==> config.mk <==
export PLATFORM = sky130hd
export DESIGN_NAME = rsc_encoder_framed
export DESIGN_NICKNAME = d
export VERILOG_FILES = /design/src/rtl/rsc_encoder_framed.sv
export SDC_FILE = /design/constraint.sdc
export NUM_CORES = 1
export LEC_CHECK = 0
export CELL_PAD_IN_SITES_DETAIL_PLACEMENT = 0
export CELL_PAD_IN_SITES_GLOBAL_PLACEMENT = 1
export CORE_AREA = 2 2 98 100
export DETAILED_ROUTE_END_ITERATION = 12
export DIE_AREA = 0 0 100 102
export PLACE_DENSITY = 0.58
export SLEW_MARGIN = 20
export SYNTH_ARGS = -nofsm -noshare
export SYNTH_HDL_FRONTEND = slang
export SYNTH_SLANG_ARGS = --single-unit
==> constraint.sdc <==
create_clock -name clock -period 6.9 [get_ports clock]
set_input_delay 1.38 -clock clock [delete_from_list [all_inputs] [get_ports clock]]
set_output_delay 1.38 -clock clock [all_outputs]
set_load 0.05 [all_outputs]
==> src/rtl/rsc_encoder_framed.sv <==
// Framed N_CH-lane 8-state RSC encoder: K data beats plus 3 self-generated tail beats per block (optional ENC_BLKCNT_EN adds blk_cnt).
// Latency: accepted input beat appears on x/z one cycle later; tail beats follow the last data beat back to back.
// Backpressure: single output register; in_ready and tail advance only when the slot is free; compute_enable low freezes all.
module rsc_encoder_framed #(
  parameter int N_CH = 2,
  parameter int KW   = 13
) (
  input  logic            clock,
  input  logic            sclr,
  input  logic            compute_enable,
  input  logic            start,
  input  logic [KW-1:0]   k_len,
  input  logic            in_valid,
  output logic            in_ready,
  input  logic [N_CH-1:0] c,
  output logic            out_valid,
  input  logic            out_ready,
  output logic [N_CH-1:0] x,
  output logic [N_CH-1:0] z,
  output logic            tail_flag,
  output logic            last,
  output logic            busy
`ifdef ENC_BLKCNT_EN
  ,
  output logic [15:0]     blk_cnt
`endif
);

  typedef enum logic [1:0] {IDLE, DATA, TAIL} state_t;

  typedef struct packed {
    logic [N_CH-1:0] x;
    logic [N_CH-1:0] z;
    logic            tail;
    logic            last;
  } beat_t;

  state_t          state_q, state_d;
  logic [KW-1:0]   k_q, cnt_q;
  logic [1:0]      tcnt_q;
  logic [N_CH-1:0] s1_q, s2_q, s3_q;
  logic            out_vld_q;
  beat_t           beat_q;

  logic            slot_free, data_fire, tail_fire, start_ok;
  logic            data_last, tail_last;
  logic [N_CH-1:0] u_dat, a_dat, z_dat;

  assign slot_free = ~out_vld_q | out_ready;
  assign in_ready  = (state_q == DATA) & slot_free & compute_enable;
  assign data_fire = in_ready & in_valid;
  assign tail_fire = (state_q == TAIL) & slot_free & compute_enable;
  assign start_ok  = compute_enable & (state_q == IDLE) & start & (k_len != '0);
  assign data_last = data_fire & (cnt_q == k_q - KW'(1));
  assign tail_last = tail_fire & (tcnt_q == 2'd2);

  // Tail input cancels the feedback so three tail beats flush every lane to zero.
  always_comb begin
    u_dat = c;
    if (state_q == TAIL) u_dat = s2_q ^ s3_q;
    a_dat = u_dat ^ s2_q ^ s3_q;
    z_dat = a_dat ^ s1_q ^ s3_q;
  end

  always_comb begin
    state_d = state_q;
    case (state_q)
      IDLE:    if (start_ok)  state_d = DATA;
      DATA:    if (data_last) state_d = TAIL;
      TAIL:    if (tail_last) state_d = IDLE;
      default: state_d = IDLE;
    endcase
  end

  always_ff @(posedge clock) begin
    if (sclr) state_q <= IDLE;
    else      state_q <= state_d;
  end

  always_ff @(posedge clock) begin
    if (sclr) begin
      k_q       <= '0;
      cnt_q     <= '0;
      tcnt_q    <= '0;
      s1_q      <= '0;
      s2_q      <= '0;
      s3_q      <= '0;
      out_vld_q <= 1'b0;
      beat_q    <= '0;
    end else if (compute_enable) begin
      if (start_ok) begin
        k_q    <= k_len;
        cnt_q  <= '0;
        tcnt_q <= '0;
        s1_q   <= '0;
        s2_q   <= '0;
        s3_q   <= '0;
      end
      if (data_fire) begin
        cnt_q <= cnt_q + KW'(1);
        if (data_last) tcnt_q <= '0;
      end
      if (tail_fire) tcnt_q <= tail_last ? 2'd0 : tcnt_q + 2'd1;
      if (data_fire | tail_fire) begin
        s3_q <= s2_q;
        s2_q <= s1_q;
        s1_q <= a_dat;
      end
      if (slot_free) begin
        out_vld_q <= data_fire | tail_fire;
        if (data_fire | tail_fire) begin
          beat_q.x    <= u_dat;
          beat_q.z    <= z_dat;
          beat_q.tail <= tail_fire;
          beat_q.last <= tail_last;
        end else begin
          beat_q <= '0;
        end
      end
    end
  end

`ifdef ENC_BLKCNT_EN
  always_ff @(posedge clock) begin
    if (sclr)
      blk_cnt <= '0;
    else if (compute_enable & out_vld_q & out_ready & beat_q.last)
      blk_cnt <= blk_cnt + 16'd1;
  end
`endif

  assign out_valid = out_vld_q;
  assign x         = beat_q.x;
  assign z         = beat_q.z;
  assign tail_flag = beat_q.tail;
  assign last      = beat_q.last;
  assign busy      = (state_q != IDLE);

endmodule

==> metrics <==
skew final approximately 0.006 ns; count leader, synth nand2_1; Worst-path clk slew 0.08 ns; setup TNS 0 ns; RSZ-0062 raised after global routing false; initial antenna violation count 0; Worst Setup Path Type in2out; DRT iter0 DRCs 57; final hold slack 0.480 ns; drt pass-1 iters 4; row count 35; core area a little over 9000 um2; Die ar. 10200 um2; multiplexer share of the synthesized area 0%; Main synth FF type dfxtp_1; share of the synthesized area in the top cell type 37.2%; Util after Layout roughly 31%; WP data arrival between 3 and 4 ns; nets@finish 337; reg2reg path depth 6; maxcap violations 0; Compound-Gate Fraction of Synth Area between 10% and 20%; n_diodes 0; gr usage total between 10% and 20%; Max FO, Critical Path 8; hold path startpoint s2_q[1]; first-pass GRT wire length 9970 um; Max stage delay on crit path between 0.8 and 0.9 ns; status finished clean; I/O Buffers 29; Peak VDD IR 0.0875 mV; TritonCTS Sinks 43; #FFs+latches synth 43; Setup crit start kind input port; Max Freq about 0.22 GHz; Tcrit/Tclk final 65.4%; top cells by count, synth nand2_1 (45), dfxtp_1 (43), a21oi_1 (29), nor2_1 (29); worst rel slew slack about two fifths; largest net degree at the start of global routing 37; worst hold path type reg2reg; cts bufs inserted 5; vias in the first global route about 2000; Final setup viols 0; root buffer cell clkbuf_8; htree depth 2; syn_area_per_cell roughly 8 um2; Critical Path, Cell by Cell clkdlybuf4s50_1 -> o21ai_0 -> nor2b_1 -> clkdlybuf4s50_1; pre-CTS WS about 2.4 ns; Remaining Overflow, GRT 0; GP Congestion ~0.77; Worst EP required around 5.5 ns; Clk Latency, worst-skew pair 0.29 ns; DRT antenna net count 0; sequential share of the synthesized area 37.2%; xor/xnor cell area share of the yosys netlist roughly 12%; HPWL after DPL about 4400 um; WHS Endpoint s3_q[1]; LEAKAGE just under 1 nW; I/O pins 30; Worst Setup Slack, final between 2 and 2.5 ns; Cells on Worst Hold Path 2; Pwr Density between 150 and 200 nW/um2; Setup Buffers After CTS 0; Synth Area in Simple Gates between 20% and 30%; endpoint class of the critical path output pin; chip width 100 um; synth-to-layout area growth 20.2%; Tmin final 4.51 ns; die height between 100 and 150 um; largest area contributor in the netlist dfxtp_1; Synth Cell Area 2310 um2; share of cells above drive strength 1 approximately 4.8%; r2r setup slk between 4 and 5 ns; vias per std cell ~4.8; post_cts resized 0; fraction of registers with async set or reset after synthesis 0%; via count between 2000 and 2500; Mapped Nets approximately 310; Reg-to-Reg Start state_q[0]; final wirelength approximately 5900 um; post-synthesis cell type count 45; DR WL/cell roughly 14 um; CTS Buffer Depth 2; Synth Area in Adders 1.08%; Worst Tran Pin Value 0.920 ns; hold_buf cts 0; final hold vios 0; # DRC 0; final number of max-transition violations 0; Placed Area ~2700 um2; number of synthesized flops with an enable pin 0; fill count a little over 1000; most used cell, CP clkdlybuf4s50_1; Slowest-stage cell, CP clkdlybuf4s50_1; Yosys warning total 0; fin area roughly 2800 um2; r2r endpoint state_q[0]; main combinational cell family by area after synthesis simple AND/OR/NAND/NOR gates; starting density of the core 25.4%; synth top area cells dfxtp_1 (37%), nand2_1 (7.3%), a21oi_1 (6.3%), xnor2_1 (6.1%), xor2_1 (6.1%); Mapped Cells 290; CTS tree built
==> kinds of logic after synthesis <==
family,after synthesis
compound gates,63
buf+inv,19
fa+ha+maj,2
simple gates,131
flops,43
xor+xnor,32
==> worst max path at each step <==
stage	slack, ns	end	depth (start not counted)	startpoint
CTS	2.38	in_ready	4	compute_enable
floorplan	3.13	in_ready	3	compute_enable
global placement	2.38	in_ready	4	compute_enable
global route	2.32	in_ready	4	compute_enable
finish	2.39	in_ready	4	compute_enable
detailed placement	2.38	in_ready	4	compute_enable
==> cell usage in the layout, fill, tap and decap left out, types with 2 or more instances in the layout <==
| cell type | netlist | layout |
|---|---|---|
| clkdlybuf4s50_1 | 0 | 29 |
| and3_1 | 3 | 3 |
| inv_1 | 5 | 5 |
| nand2b_1 | 4 | 4 |
| nor4_1 | 8 | 8 |
| and2_1 | 2 | 2 |
| o22ai_1 | 3 | 3 |
| o211ai_1 | 2 | 2 |
| or3_1 | 4 | 4 |
| nand4_1 | 3 | 3 |
| o2111ai_1 | 9 | 9 |
| xnor2_1 | 16 | 16 |
| dfxtp_1 | 43 | 43 |
| nor2_1 | 29 | 29 |
| nor2b_1 | 4 | 4 |
| a22oi_1 | 2 | 2 |
| xor2_1 | 16 | 16 |
| nand3_1 | 10 | 10 |
| nand2_1 | 45 | 45 |
| buf_4 | 1 | 2 |
| a21oi_1 | 29 | 29 |
| and4_1 | 3 | 3 |
| or4_1 | 2 | 2 |
| clkbuf_8 | 2 | 7 |
| nor3_1 | 6 | 6 |
| ha_1 | 2 | 2 |
| o21ai_0 | 9 | 9 |
==> layout make-up <==
type,instances,area [um2],area share (%)
clock buffers,8,100,3.60
inverters,5,18.8,0.675
flip-flops and latches,43,861,31.0
repair buffers,31,305,11.0
well taps,111,139,5.00
multi-input cells,228,1360,48.8
==> flip-flops by register name, summed over array words and instances (netlist names) <==
name and count:
s1_q 2, last 1, x 2, s3_q 2
s2_q 2, z 2, cnt_q 13, out_valid 1
tcnt_q 2, k_q 13, tail_flag 1, state_q 2
==> power by group <==
group / switching, mW / total (mW) / internal (mW)
clock network: 0.0861 / 0.178 / 0.0915
logic: 0.0421 / 0.0779 / 0.0359
registers: 0.00717 / 0.260 / 0.253
==> worst max-delay path: cells and delay by family <==
kind | cells | cell delay [ns]
buf+inv | 2 | 1.44
compound gates | 1 | 0.18
simple gates | 1 | 0.13
==> through the flow <==
stage          std cells  power, mW
2_1_floorplan        290      0.318
3_3_place_gp         418      0.345
3_5_place_dp         418      0.345
4_1_cts              426      0.526
5_1_grt              426      0.544
6_report             426      0.516
==> per-layer routing <==
metal  global-route usage, %  up-vias  part of all wire, %
met4                    3.79        0                  1.8
met1                    16.0      942                   48
met3                    2.39        8                  2.2
met2                    21.2       25                   48
met5                       0        -                    0
li1                        -     1076                    -
(Power assumes the default switching activity.)
